$ cat src/rtl/idli_fetch_ctrl_m.sv
`default_nettype none
// ============================================================================
// Module   : idli_fetch_ctrl_m
// Purpose  : Instruction fetch sequencer. Issues the SQI read transaction
//            (command, address, dummy turnaround) to external memory and
//            streams instruction nibbles to the 4b/cycle decoder. Tracks the
//            fetch PC, holds the SQI clock on backend stall and restarts the
//            stream on a redirect or on PC wrap-around.
// Revision : 1.0 - initial release
// ----------------------------------------------------------------------------
// Ports
//   i_fch_gck         clock
//   i_fch_rst         asynchronous active-high reset
//   i_fch_stall       backend cannot accept a nibble this cycle
//   i_fch_redir       redirect request (branch/jump taken)
//   i_fch_redir_pc    redirect target word address [15:0]
//   i_sqi_din         SQI data from memory [3:0]
//   o_sqi_cs_n        SQI chip select, active-low
//   o_sqi_sck_en      SQI clock enable (memory advances when 1)
//   o_sqi_dout        SQI data to memory [3:0]
//   o_sqi_oe          drive o_sqi_dout onto the pads
//   o_fch_enc         nibble to decoder [3:0]
//   o_fch_enc_vld     nibble valid to decoder
//   o_fch_flush       1-cycle pulse: decoder drops its partial instruction
//   o_fch_pc          word address of the instruction being delivered [15:0]
//   o_fch_bubble_cnt  saturating bubble-cycle counter [15:0]
//                     (present only when IDLI_FETCH_PERF_EN is defined)
// Configuration macro: IDLI_FETCH_PERF_EN
// ============================================================================
module idli_fetch_ctrl_m #(
    parameter logic [15:0] RESET_PC     = 16'h0000,
    parameter logic [7:0]  READ_CMD     = 8'hEB,
    parameter int          ADDR_NIBBLES = 6,
    parameter int          DUMMY_CYCLES = 2
) (
    input  logic        i_fch_gck,
    input  logic        i_fch_rst,
    input  logic        i_fch_stall,
    input  logic        i_fch_redir,
    input  logic [15:0] i_fch_redir_pc,
    input  logic [3:0]  i_sqi_din,
    output logic        o_sqi_cs_n,
    output logic        o_sqi_sck_en,
    output logic [3:0]  o_sqi_dout,
    output logic        o_sqi_oe,
    output logic [3:0]  o_fch_enc,
    output logic        o_fch_enc_vld,
    output logic        o_fch_flush,
    output logic [15:0] o_fch_pc
`ifdef IDLI_FETCH_PERF_EN
    ,
    output logic [15:0] o_fch_bubble_cnt
`endif
);

    localparam int         c_CNT_W    = 8;
    localparam int         c_ADDR_W   = 4 * ADDR_NIBBLES;

    localparam logic [2:0] c_ST_DESEL = 3'd0;
    localparam logic [2:0] c_ST_CMD   = 3'd1;
    localparam logic [2:0] c_ST_ADDR  = 3'd2;
    localparam logic [2:0] c_ST_DUMMY = 3'd3;
    localparam logic [2:0] c_ST_DATA  = 3'd4;

    logic [2:0]          r_state;
    logic [c_CNT_W-1:0]  r_cnt;
    logic [15:0]         r_pc;
    logic [1:0]          r_nib;

    logic [2:0]          w_state_nxt;
    logic                w_vld;
    logic                w_wrap;
    logic [c_ADDR_W-1:0] w_addr;
    logic [3:0]          w_addr_nib;

    // A nibble is consumed only in DATA when neither stalled nor redirected;
    // the same condition gates the SQI clock so memory never runs ahead.
    assign w_vld  = (r_state == c_ST_DATA) && !i_fch_stall && !i_fch_redir;

    // Completing the instruction at the top of the address space restarts the
    // transaction at 0 rather than letting the memory stream past the end.
    assign w_wrap = w_vld && (r_nib == 2'd3) && (r_pc == 16'hFFFF);

    // Byte address = word address * 2, zero-extended to the address field.
    assign w_addr = c_ADDR_W'({r_pc, 1'b0});

    // Address nibble for the current ADDR cycle, most significant first.
    always_comb begin
        w_addr_nib = 4'h0;
        for (int i = 0; i < ADDR_NIBBLES; i++) begin
            if (r_cnt == c_CNT_W'(ADDR_NIBBLES - 1 - i)) begin
                w_addr_nib = w_addr[4*i +: 4];
            end
        end
    end

    // ------------------------------------------------------------------
    // State register plus PC / nibble / phase counter
    // ------------------------------------------------------------------
    always_ff @(posedge i_fch_gck or posedge i_fch_rst) begin
        if (i_fch_rst) begin
            r_state <= c_ST_DESEL;
            r_cnt   <= '0;
            r_pc    <= RESET_PC;
            r_nib   <= 2'd0;
        end else begin
            r_state <= w_state_nxt;
            if (i_fch_redir || (w_state_nxt != r_state)) begin
                r_cnt <= '0;
            end else if (r_state != c_ST_DATA) begin
                r_cnt <= r_cnt + c_CNT_W'(1);
            end

            if (i_fch_redir) begin
                r_pc  <= i_fch_redir_pc;
                r_nib <= 2'd0;
            end else if (w_vld) begin
                r_nib <= r_nib + 2'd1;
                if (r_nib == 2'd3) begin
                    r_pc <= r_pc + 16'd1;
                end
            end
        end
    end

    // ------------------------------------------------------------------
    // Next-state logic
    // ------------------------------------------------------------------
    always_comb begin
        w_state_nxt = r_state;
        case (r_state)
            c_ST_DESEL: w_state_nxt = c_ST_CMD;
            c_ST_CMD: begin
                if (r_cnt == c_CNT_W'(1)) w_state_nxt = c_ST_ADDR;
            end
            c_ST_ADDR: begin
                if (r_cnt == c_CNT_W'(ADDR_NIBBLES - 1)) w_state_nxt = c_ST_DUMMY;
            end
            c_ST_DUMMY: begin
                if (r_cnt == c_CNT_W'(DUMMY_CYCLES - 1)) w_state_nxt = c_ST_DATA;
            end
            c_ST_DATA: begin
                if (w_wrap) w_state_nxt = c_ST_DESEL;
            end
            default: w_state_nxt = c_ST_DESEL;
        endcase
        // Redirect overrides everything, including a pending wrap.
        if (i_fch_redir) begin
            w_state_nxt = c_ST_DESEL;
        end
    end

    // ------------------------------------------------------------------
    // Output logic
    // ------------------------------------------------------------------
    always_comb begin
        o_sqi_cs_n    = 1'b1;
        o_sqi_sck_en  = 1'b0;
        o_sqi_dout    = 4'h0;
        o_sqi_oe      = 1'b0;
        o_fch_enc     = 4'h0;
        o_fch_enc_vld = 1'b0;
        o_fch_flush   = 1'b0;
        case (r_state)
            c_ST_CMD: begin
                o_sqi_cs_n   = 1'b0;
                o_sqi_oe     = 1'b1;
                o_sqi_sck_en = 1'b1;
                o_sqi_dout   = (r_cnt == '0) ? READ_CMD[7:4] : READ_CMD[3:0];
            end
            c_ST_ADDR: begin
                o_sqi_cs_n   = 1'b0;
                o_sqi_oe     = 1'b1;
                o_sqi_sck_en = 1'b1;
                o_sqi_dout   = w_addr_nib;
            end
            c_ST_DUMMY: begin
                o_sqi_cs_n   = 1'b0;
                o_sqi_sck_en = 1'b1;
            end
            c_ST_DATA: begin
                o_sqi_cs_n    = 1'b0;
                o_sqi_sck_en  = w_vld;
                o_fch_enc     = i_sqi_din;
                o_fch_enc_vld = w_vld;
                // Only a partially delivered instruction needs dropping.
                o_fch_flush   = i_fch_redir && (r_nib != 2'd0);
            end
            default: ;
        endcase
    end

    assign o_fch_pc = r_pc;

`ifdef IDLI_FETCH_PERF_EN
    logic [15:0] r_bubble_cnt;
    logic        w_bubble;

    assign w_bubble = (r_state != c_ST_DATA) || i_fch_stall;

    always_ff @(posedge i_fch_gck or posedge i_fch_rst) begin
        if (i_fch_rst) begin
            r_bubble_cnt <= 16'd0;
        end else if (w_bubble && (r_bubble_cnt != 16'hFFFF)) begin
            r_bubble_cnt <= r_bubble_cnt + 16'd1;
        end
    end

    assign o_fch_bubble_cnt = r_bubble_cnt;
`endif

endmodule
`default_nettype wire
$ cat config.mk
export PLATFORM = sky130hd
export DESIGN_NAME = idli_fetch_ctrl_m
export DESIGN_NICKNAME = d
export VERILOG_FILES = /design/src/rtl/idli_fetch_ctrl_m.sv
export SDC_FILE = /design/constraint.sdc
export NUM_CORES = 1
export LEC_CHECK = 0
export CELL_PAD_IN_SITES_DETAIL_PLACEMENT = 1
export CELL_PAD_IN_SITES_GLOBAL_PLACEMENT = 1
export CORE_MARGIN = 1.5
export CORE_UTILIZATION = 39
export CTS_BUF_LIST = sky130_fd_sc_hd__clkbuf_16
export CTS_CLUSTER_SIZE = 12
export DETAILED_ROUTE_END_ITERATION = 16
export PLACE_DENSITY_LB_ADDON = 0.1
export SYNTH_ARGS = -nofsm -noshare
export SYNTH_HDL_FRONTEND = slang
export SYNTH_SLANG_ARGS = --single-unit
$ cat constraint.sdc
create_clock -name i_fch_gck -period 3.7 [get_ports i_fch_gck]
set_input_delay 0.37 -clock i_fch_gck [delete_from_list [all_inputs] [get_ports i_fch_gck]]
set_output_delay 0.37 -clock i_fch_gck [all_outputs]
set_load 0.03 [all_outputs]
# Word level (Yosys, flattened, before mapping)
# Index checks and enable logic that the tools add are counted.
dict set report word_totals {
  ff_bits 29
  input_bits 24
  output_inout_bits 29
}
dict set report classes {
  addsub 3
  n_eq_ne 13
  n_mux 27
  n_reduce_logical 18
}
# operator n
set op_table {}
lappend op_table {{$mux W16} 3}
lappend op_table {{$mux W4} 7}
lappend op_table {{$mux W3} 6}
lappend op_table {{$add A16 B1 Y16 const B} 1}
lappend op_table {{$eq A16 B16 Y1 const B} 1}
lappend op_table {{$eq A8 B2 Y1 const B} 2}
lappend op_table {{$eq A8 B3 Y1 const B} 2}
lappend op_table {{$mux W8} 2}
lappend op_table {{$pmux W3 S5} 1}
lappend op_table {{$add A8 B1 Y8 const B} 1}
lappend op_table {{$eq A8 B1 Y1 const B} 1}
lappend op_table {{$logic_not A8 Y1} 1}
lappend op_table {{$pmux W4 S2} 1}
lappend op_table {{$reduce_bool A2 Y1} 4}
lappend op_table {{$eq A3 B2 Y1 const B} 2}
lappend op_table {{$logic_and A1 B1 Y1} 5}
lappend op_table {{$mux W1} 4}
lappend op_table {{$mux W2} 2}
lappend op_table {{$reduce_or A4 Y1} 1}
lappend op_table {{$eq A3 B1 Y1 const B} 1}
lappend op_table {{$eq A3 B3 Y1 const B} 1}
lappend op_table {{$logic_not A3 Y1} 1}
lappend op_table {{$ne A3 B3 Y1} 1}
lappend op_table {{$ne A3 B3 Y1 const B} 1}
lappend op_table {{8 further kinds} 9}

# Longest topological paths before layout
# Gate-level depths: netlist of run 1.
dict set report depth {
  ltp_word 11
  ltp_mapped 6
  depth_no_buf 6
}

# Least setup slack after synthesis of run 1
# Ideal clock, no wire load.
dict set report synth_path {
  path_kind {register -> output}
  start {register r_cnt[3]}
  end {output port o_sqi_dout[0]}
  arrival_time_ns 1.978
  required_ns 3.330
  setup_slack_ns 1.352
  stages_incl_launch_ff 5
  path_buffers 0
  cell_sequence {dfrtp_1 > or4_1 > nor3b_4 > a41oi_1 > o22ai_1}
}
dict set report synth_via {
  elab_chain_len 7
  word_cells_on_any_way 12
  cone_classes {eq/ne: 4; mux: 7; reduce/logical: 1}
}
# item line
set synth_lines {}
lappend synth_lines {{start, declared} 66} ;# logic [c_CNT_W-1:0] r_cnt;
lappend synth_lines {{start signal, assigned} 111} ;# r_cnt <= r_cnt + c_CNT_W'(1);
lappend synth_lines {{$eq A8 B3 Y1} 91} ;# if (r_cnt == c_CNT_W'(ADDR_NIBBLES - 1 - i)) begin
lappend synth_lines {{$mux W4 (5 in a row)} 91}
lappend synth_lines {{$pmux W4 S2 *} 164} ;# case (r_state)
lappend synth_lines {{end, declared} 44} ;# output logic [3:0] o_sqi_dout,
# Every way passes the cells marked *; elsewhere a longest branch is shown, timed or not.

# Final worst setup path of run 1
# Ends and elaborated chain as after synthesis.

==> results of run 1 <==
==> metal layers <==
| layer | vias to the layer above | wire, um | GRT usage [%] | share of wire, % |
|---|---|---|---|---|
| met3 | 2 | 181 | 3.95 | 3.0 |
| met1 | 991 | 2740 | 27.1 | 46 |
| met5 | - | 0 | 0 | 0 |
| li1 | 976 | - | - | - |
| met4 | 0 | 27 | 5.93 | 0.45 |
| met2 | 39 | 3050 | 37.3 | 51 |
==> power by group through the flow <==
stage / logic [mW] / registers [mW] / clock network, mW
2_1_floorplan: 0.134 / 0.397 / 0
3_3_place_gp: 0.253 / 0.382 / 0
3_5_place_dp: 0.258 / 0.382 / 0
4_1_cts: 0.260 / 0.377 / 0.379
5_1_grt: 0.277 / 0.381 / 0.395
6_report: 0.257 / 0.377 / 0.371
==> worst max path at each step <==
| stage | from | end | slack, ps | cells after the start |
|---|---|---|---|---|
| after floorplan | r_cnt[3] | o_sqi_dout[0] | 1350 | 4 |
| after global placement | r_cnt[3] | o_sqi_dout[0] | 970 | 5 |
| after detailed placement | r_cnt[3] | o_sqi_dout[0] | 930 | 5 |
| after CTS | r_cnt[3] | o_sqi_dout[0] | 650 | 5 |
| after global routing | r_cnt[0] | o_sqi_dout[1] | 520 | 6 |
| final | r_cnt[3] | o_sqi_dout[0] | 670 | 5 |
==> synthesized netlist by cell type (3+ instances only) <==
cell type / number / area, um2
sky130_fd_sc_hd__dfrtp_1: 29 / 726
sky130_fd_sc_hd__nand2_1: 35 / 131
sky130_fd_sc_hd__nor4_1: 3 / 18.8
sky130_fd_sc_hd__a21oi_1: 4 / 20.0
sky130_fd_sc_hd__nor3_1: 13 / 65.1
sky130_fd_sc_hd__nand3_1: 9 / 45.0
sky130_fd_sc_hd__nand4_1: 9 / 56.3
sky130_fd_sc_hd__nor2b_1: 3 / 18.8
sky130_fd_sc_hd__o31a_1: 7 / 61.3
sky130_fd_sc_hd__and4_1: 3 / 26.3
sky130_fd_sc_hd__ha_1: 7 / 87.6
sky130_fd_sc_hd__xor2_1: 5 / 43.8
sky130_fd_sc_hd__nor2_1: 12 / 45.0
sky130_fd_sc_hd__xnor2_1: 11 / 96.3
sky130_fd_sc_hd__o21ai_0: 18 / 90.1
sky130_fd_sc_hd__clkbuf_1: 8 / 30.0
sky130_fd_sc_hd__a211oi_1: 3 / 22.5
sky130_fd_sc_hd__and3_1: 6 / 37.5
sky130_fd_sc_hd__inv_1: 13 / 48.8
sky130_fd_sc_hd__nand2b_1: 3 / 18.8
sky130_fd_sc_hd__buf_2: 3 / 15.0
==> worst register-to-register path, stage by stage (launching register included) <==
cell                        delay (ps)
sky130_fd_sc_hd__dfrtp_1           600
sky130_fd_sc_hd__or4b_4            640
sky130_fd_sc_hd__or4_4             570
sky130_fd_sc_hd__o2bb2ai_4         240
sky130_fd_sc_hd__nor3_1            100
==> registers in the layout, summed over array words and instances (netlist names) <==
| name | count |
|---|---|
| o_fch_pc | 16 |
| r_cnt | 8 |
| r_state | 3 |
| r_nib | 2 |
==> metrics by stage <==
stage,total power [mW],std cells
4_1_cts,1.02,361
5_1_grt,1.05,361
3_3_place_gp,0.634,354
3_5_place_dp,0.640,354
6_report,1.01,361
2_1_floorplan,0.531,245
==> cells by family (layout without fill, tap and decap cells) <==
logic type | after synthesis | after routing | synth area share (%)
compound gates | 47 | 47 | 16.0
xor+xnor | 16 | 16 | 6.64
fa+ha+maj | 7 | 7 | 4.15
buf+inv | 28 | 74 | 5.69
flops | 29 | 29 | 34.4
mux | 2 | 2 | 0.948
simple gates | 116 | 116 | 32.2
==> cell type report <==
type	instances	area, um2	area share [%]
clock buffer	5	125	4.48
sequential	29	726	26.0
timing repair buffer	54	536	19.2
inverter	13	48.8	1.75
clock inverter	2	7.51	0.269
tap	70	87.6	3.13
multi-input combinational	188	1260	45.3
==> cell usage in the layout (no fill, tap or decap), types with 3 or more instances in the layout <==
master,n
sky130_fd_sc_hd__clkdlybuf4s50_1,52
sky130_fd_sc_hd__nand2_1,35
sky130_fd_sc_hd__dfrtp_1,29
sky130_fd_sc_hd__o21ai_0,18
sky130_fd_sc_hd__inv_1,14
sky130_fd_sc_hd__nor3_1,13
sky130_fd_sc_hd__nor2_1,12
sky130_fd_sc_hd__xnor2_1,11
sky130_fd_sc_hd__nand4_1,9
sky130_fd_sc_hd__nand3_1,9
sky130_fd_sc_hd__o31a_1,7
sky130_fd_sc_hd__ha_1,7
sky130_fd_sc_hd__and3_1,6
sky130_fd_sc_hd__xor2_1,5
sky130_fd_sc_hd__clkbuf_16,5
sky130_fd_sc_hd__a21oi_1,4
sky130_fd_sc_hd__and4_1,3
sky130_fd_sc_hd__nor2b_1,3
sky130_fd_sc_hd__a211oi_1,3
sky130_fd_sc_hd__nor4_1,3
sky130_fd_sc_hd__nand2b_1,3
==> out/summary.txt, run 1 <==
source-to-sink clock delay at the later pin of the worst-skew pair: 270 ps
Yosys warning count: 0
power per cell area: 360 nW/um2
final clock skew: 4.59 ps
Seq/Total Area, Yosys: 34.4%
vias post-DR: 2008
pre-CTS setup slack: 934 ps
number of instances resized during post-cts repair: 0
clock share of power: 36.9%
P_sw: 0.311 mW
cell-by-cell trace of the critical path: or4_1 > nor3b_4 > a41oi_1 > o22ai_1 > clkdlybuf4s50_1
post-route DRC violation count: 0
detailed-placement wirelength estimate: 4340 um
DRC marker count from the first detailed-route iteration: 110
Worst R2R End: r_cnt[1]
cell internal power dissipation: 0.694 mW
postcts setup bufs: 0
first-pass iteration count of the detailed router: 4
setup slack of the worst register-to-register path: 1430 ps
Core Util, Final: 54.0%
# diodes: 0
number of buffer cells added on primary ports: 52
slowest CP cell: sky130_fd_sc_hd__clkdlybuf4s50_1
number of nets in the final layout: 322
Slew @ Worst Pin: 508 ps
area growth from synthesis to layout: 32.4%
worst setup margin: 673 ps
Max H-tree Level: 2
maximum achievable frequency: 330 MHz
chip height: 76.6 um
post-synthesis cell count: 245
Crit Path Max Fanout: 5
Leakage: 1.09 nW
count of flip-flops with a built-in enable after synthesis: 0
max capacitance violation total: 0
I/O pin count: 53
overall die width: 76.6 um
maximum number of pins on one net before global-route repair: 46
hold buffer count at CTS: 0
number of buffers created by CTS: 5
fraction of final layout cells with drive strength greater than 1: 6.87%
post-synthesis sequential element count: 29
cell area after synthesis: 2110 um2
buffering stage count on the worst path with inverters included: 1
Remaining Overflow, GRT: 0
final number of hold-violating endpoints: 0
post-layout minimum cycle time: 3030 ps
category of cells accounting for the largest share of critical-path delay: simple AND/OR/NAND/NOR gates
final estimated routing congestion in global placement: 0.805
relative slew slack: 66.1%
CP Class: reg -> out
peak supply drop: 236 uV
commonest register cell after synthesis: sky130_fd_sc_hd__dfrtp_1
die area: 5860 um2
reg2reg start: r_state[2]
number of routed nets with antenna violations: 0
buffer depth of the longest clock path: 2
synthesized area per cell: 8.62 um2
Switching Fraction: 30.9%
first-pass GRT wire length: 10000 um
count of final max-slew check failures: 0
Placed Instance Area: 2660 um2
fill cell instance count of the final layout: 614
final wirelength: 6000 um
required time at the endpoint of the critical path: 3330 ps
finished layout cell area: 2800 um2
fraction of power consumed by sequential logic: 37.5%
clock tree from TritonCTS: done
overall track demand over capacity in global routing: 21.5%
post-detailed-route wirelength per cell: 16.6 um
signal arrival time at the worst endpoint: 2660 ps
portion of the clock cycle consumed by the worst path in the final layout: 81.8%
Via density: 5.56
Hold Crit Class: in -> async
Clock Pin Slew Worst Setup and Hold Paths: 50 ps
startpoint kind of the worst setup timing path: register
placement row count: 26
number of clock sinks: 29
critical path capture point type: output port
smallest hold slack: 483 ps
setup repair after global routing missed its margin: false
via count of the first global-routing pass: 2031
Reg2Reg Depth: 4
Setup Total Neg Slack: 0 ps
net count after synthesis: 276
outcome: completed
setup violation total in the final timing report: 0
antenna violations before repair: 0
distinct cell type count after synthesis: 51
Slowest Stage Delay on Critical Path: 690 ps
share of power burned in combinational logic: 25.6%
starting utilization of the core area: 40.8%
core area: 5170 um2
cell chosen for the clock root: sky130_fd_sc_hd__clkbuf_16
async set-or-reset flop fraction in the synthesized netlist: 100%
Power figures use the tool's default switching activity.
==> run 2: changes to the inputs <==
--- a/config.mk
+++ b/config.mk
@@ -8,7 +8,7 @@
 export CELL_PAD_IN_SITES_DETAIL_PLACEMENT = 1
 export CELL_PAD_IN_SITES_GLOBAL_PLACEMENT = 1
 export CORE_MARGIN = 1.5
-export CORE_UTILIZATION = 39
+export CORE_UTILIZATION = 36
 export CTS_BUF_LIST = sky130_fd_sc_hd__clkbuf_16
 export CTS_CLUSTER_SIZE = 12
 export DETAILED_ROUTE_END_ITERATION = 16
==> constraint.sdc (replaced) <==
create_clock -name i_fch_gck -period 3 [get_ports i_fch_gck]
set_input_delay 0.3 -clock i_fch_gck [delete_from_list [all_inputs] [get_ports i_fch_gck]]
set_output_delay 0.3 -clock i_fch_gck [all_outputs]
set_load 0.03 [all_outputs]
==> run 2 against run 1 <==
  * Critical path depth unchanged
  * Non-clock buffer count grew 2
  * Sequential share of layout area decreased by 0.28 points
  * Final area rose by 1.1%
  * Cell count rose by 1.4%
  * Critical endpoint is now o_sqi_dout[1]
  * Highest routed layer unchanged
==> out/summary.txt, run 2 (synthesized netlist as in run 1, its figures left out) <==
source-to-sink clock delay at the later pin of the worst-skew pair: 280 ps (about the same)
worst setup margin: 147 ps (-526 ps)
setup repair after global routing missed its margin: false
Via density: 5.51 (-0.97%)
Core Util, Final: 50.7% (-3.4 points)
number of nets in the final layout: 324 (+0.62%)
overall track demand over capacity in global routing: 20.8% (-0.68 points)
peak supply drop: 280 uV (+19%)
portion of the clock cycle consumed by the worst path in the final layout: 95.1%
power per cell area: 448 nW/um2 (+24%)
Remaining Overflow, GRT: 0 (unchanged)
max capacitance violation total: 0 (unchanged)
CP Class: reg -> out
finished layout cell area: 2830 um2 (+1.1%)
category of cells accounting for the largest share of critical-path delay: simple AND/OR/NAND/NOR gates
post-route DRC violation count: 0 (unchanged)
Slew @ Worst Pin: 537 ps (+29.3 ps)
number of routed nets with antenna violations: 0 (unchanged)
most common cell after layout, fill and taps aside: sky130_fd_sc_hd__clkdlybuf4s50_1
Crit Path Max Fanout: 5 (unchanged)
overall die width: 79.6 um (+3.9%)
antenna violations before repair: 0 (unchanged)
pre-CTS setup slack: 306 ps (-628 ps)
DRC marker count from the first detailed-route iteration: 94 (-15%)
cell chosen for the clock root: sky130_fd_sc_hd__clkbuf_16
starting utilization of the core area: 37.9% (-2.9 points)
maximum number of pins on one net before global-route repair: 30 (-35%)
detailed-placement wirelength estimate: 4330 um (-0.21%)
number of buffers created by CTS: 5 (unchanged)
via count of the first global-routing pass: 2008 (-1.1%)
Setup Total Neg Slack: 0 ps (unchanged)
area growth from synthesis to layout: 33.8%
leading cell types in the layout, fill and taps excluded: 49 x sky130_fd_sc_hd__clkdlybuf4s50_1, 35 x sky130_fd_sc_hd__nand2_1, 29 x sky130_fd_sc_hd__dfrtp_1
Slowest Stage Delay on Critical Path: 700 ps (about the same)
Clock Pin Slew Worst Setup and Hold Paths: 50 ps (about the same)
clock tree from TritonCTS: done
Largest register FFs: 16 (unchanged)
setup violation total in the final timing report: 0 (unchanged)
count of final max-slew check failures: 0 (unchanged)
Placed Instance Area: 2680 um2 (+0.56%)
startpoint kind of the worst setup timing path: register
Hold Crit Class: in -> async
first-pass GRT wire length: 10100 um (+0.55%)
cell-by-cell trace of the critical path: or4_1 > nor2_1 > nand2_1 > o21ai_0 > clkdlybuf4s50_1
final estimated routing congestion in global placement: 0.794 (-1.3%)
buffer depth of the longest clock path: 2 (unchanged)
core area: 5570 um2 (+7.8%)
slowest CP cell: sky130_fd_sc_hd__clkdlybuf4s50_1
required time at the endpoint of the critical path: 2700 ps (-630 ps)
critical path capture point type: output port
final number of hold-violating endpoints: 0 (unchanged)
I/O pin count: 53 (unchanged)
# diodes: 0 (unchanged)
die area: 6330 um2 (+8.0%)
maximum achievable frequency: 350 MHz
Leakage: 1.12 nW (+3.0%)
outcome: completed
final wirelength: 6090 um (+1.5%)
post-detailed-route wirelength per cell: 16.6 um (about the same)
smallest hold slack: 410 ps (-73.3 ps)
fraction of final layout cells with drive strength greater than 1: 9.18% (+2.3 points)
placement row count: 27 (+3.8%)
Max H-tree Level: 2 (unchanged)
buffering stage count on the worst path with inverters included: 1 (unchanged)
post-layout minimum cycle time: 2850 ps
post-route insts no fill: 366 (+1.4%)
final clock skew: 5.17 ps (+0.576 ps)
chip height: 79.6 um (+3.9%)
Power, Total: 1.26 mW (+26%)
number of clock sinks: 29 (unchanged)
number of buffer cells added on primary ports: 52 (unchanged)
first-pass iteration count of the detailed router: 4 (unchanged)
relative slew slack: 64.1% (-1.9 points)
vias post-DR: 2016 (+0.40%)
signal arrival time at the worst endpoint: 2550 ps (-110 ps)
number of cells in the design after placement: 358 (+1.1%)
-- run 2: changes by cell type in the layout (fill, tap and decap cells not counted) --
cell | before | now
sky130_fd_sc_hd__nor3_1 | 13 | 12
sky130_fd_sc_hd__clkdlybuf4s50_1 | 52 | 49
sky130_fd_sc_hd__clkinv_2 | 0 | 2
sky130_fd_sc_hd__nor3_2 | 0 | 1
sky130_fd_sc_hd__buf_4 | 2 | 5
sky130_fd_sc_hd__clkinv_1 | 1 | 0
sky130_fd_sc_hd__dlygate4sd2_1 | 0 | 1
sky130_fd_sc_hd__dlymetal6s2s_1 | 0 | 1
sky130_fd_sc_hd__ha_2 | 0 | 1
sky130_fd_sc_hd__ha_1 | 7 | 6
-- run 2: layout make-up --
class,count,area (um2)
well taps,72,90.1
inverters,13,48.8
repair buffers,56,549
clock inverters,3,13.8
multi-input cells,188,1270
fillers,672,2750
flip-flops and latches,29,726
clock buffers,5,125
-- run 2: repair_timing --
action | 4_1_cts | 5_1_grt
pin swaps | 0 | 0
resized for setup | 1 | 3
hold buffers | 0 | 0
setup buffers | 0 | 0
endpoints found under the setup margin | 1 | 3
-- run 2: worst reg2reg max path, cell delays in order (launching register included) --
cell and delay [ps]:
sky130_fd_sc_hd__dfrtp_1 600, sky130_fd_sc_hd__or4b_4 650, sky130_fd_sc_hd__or4_4 560, sky130_fd_sc_hd__o2bb2ai_4 240, sky130_fd_sc_hd__nor3_1 100
-- run 2: path summary, 6_finish.rpt --
path / cells after the start / startpoint / slack [ps] / endpoint
max in group asynchronous: 3 / i_fch_rst / 2300 / r_state[0]
min in group i_fch_gck: 2 / r_nib[1] / 560 / r_nib[1]
setup / recovery: 5 / r_cnt[3] / 150 / o_sqi_dout[1]
hold reg to reg: 2 / r_nib[1] / 560 / r_nib[1]
setup reg to reg: 4 / r_state[2] / 730 / r_cnt[4]
hold / removal: 3 / i_fch_rst / 410 / o_fch_pc[5]
-- run 2: power by group --
group	switching [mW]	internal [mW]	total [mW]
logic	0.171	0.146	0.317
registers	0.0512	0.416	0.467
clock network	0.180	0.301	0.481
total	0.403	0.862	1.26
-- run 2: metal layers --
layer	GRT usage, %	wire [um]	vias up
li1	-	-	981
met5	0	0	-
met4	5.96	83	0
met3	3.43	185	7
met2	35.6	3040	35
met1	26.8	2780	993
==> run 3: changes to the inputs <==
--- a/config.mk
+++ b/config.mk
@@ -5,6 +5,7 @@
 export SDC_FILE = /design/constraint.sdc
 export NUM_CORES = 1
 export LEC_CHECK = 0
+export CAP_MARGIN = 20
 export CELL_PAD_IN_SITES_DETAIL_PLACEMENT = 1
 export CELL_PAD_IN_SITES_GLOBAL_PLACEMENT = 1
 export CORE_MARGIN = 1.5
==> results of run 3 <==
Final layout, timing and power as in run 2 (identical DEF).
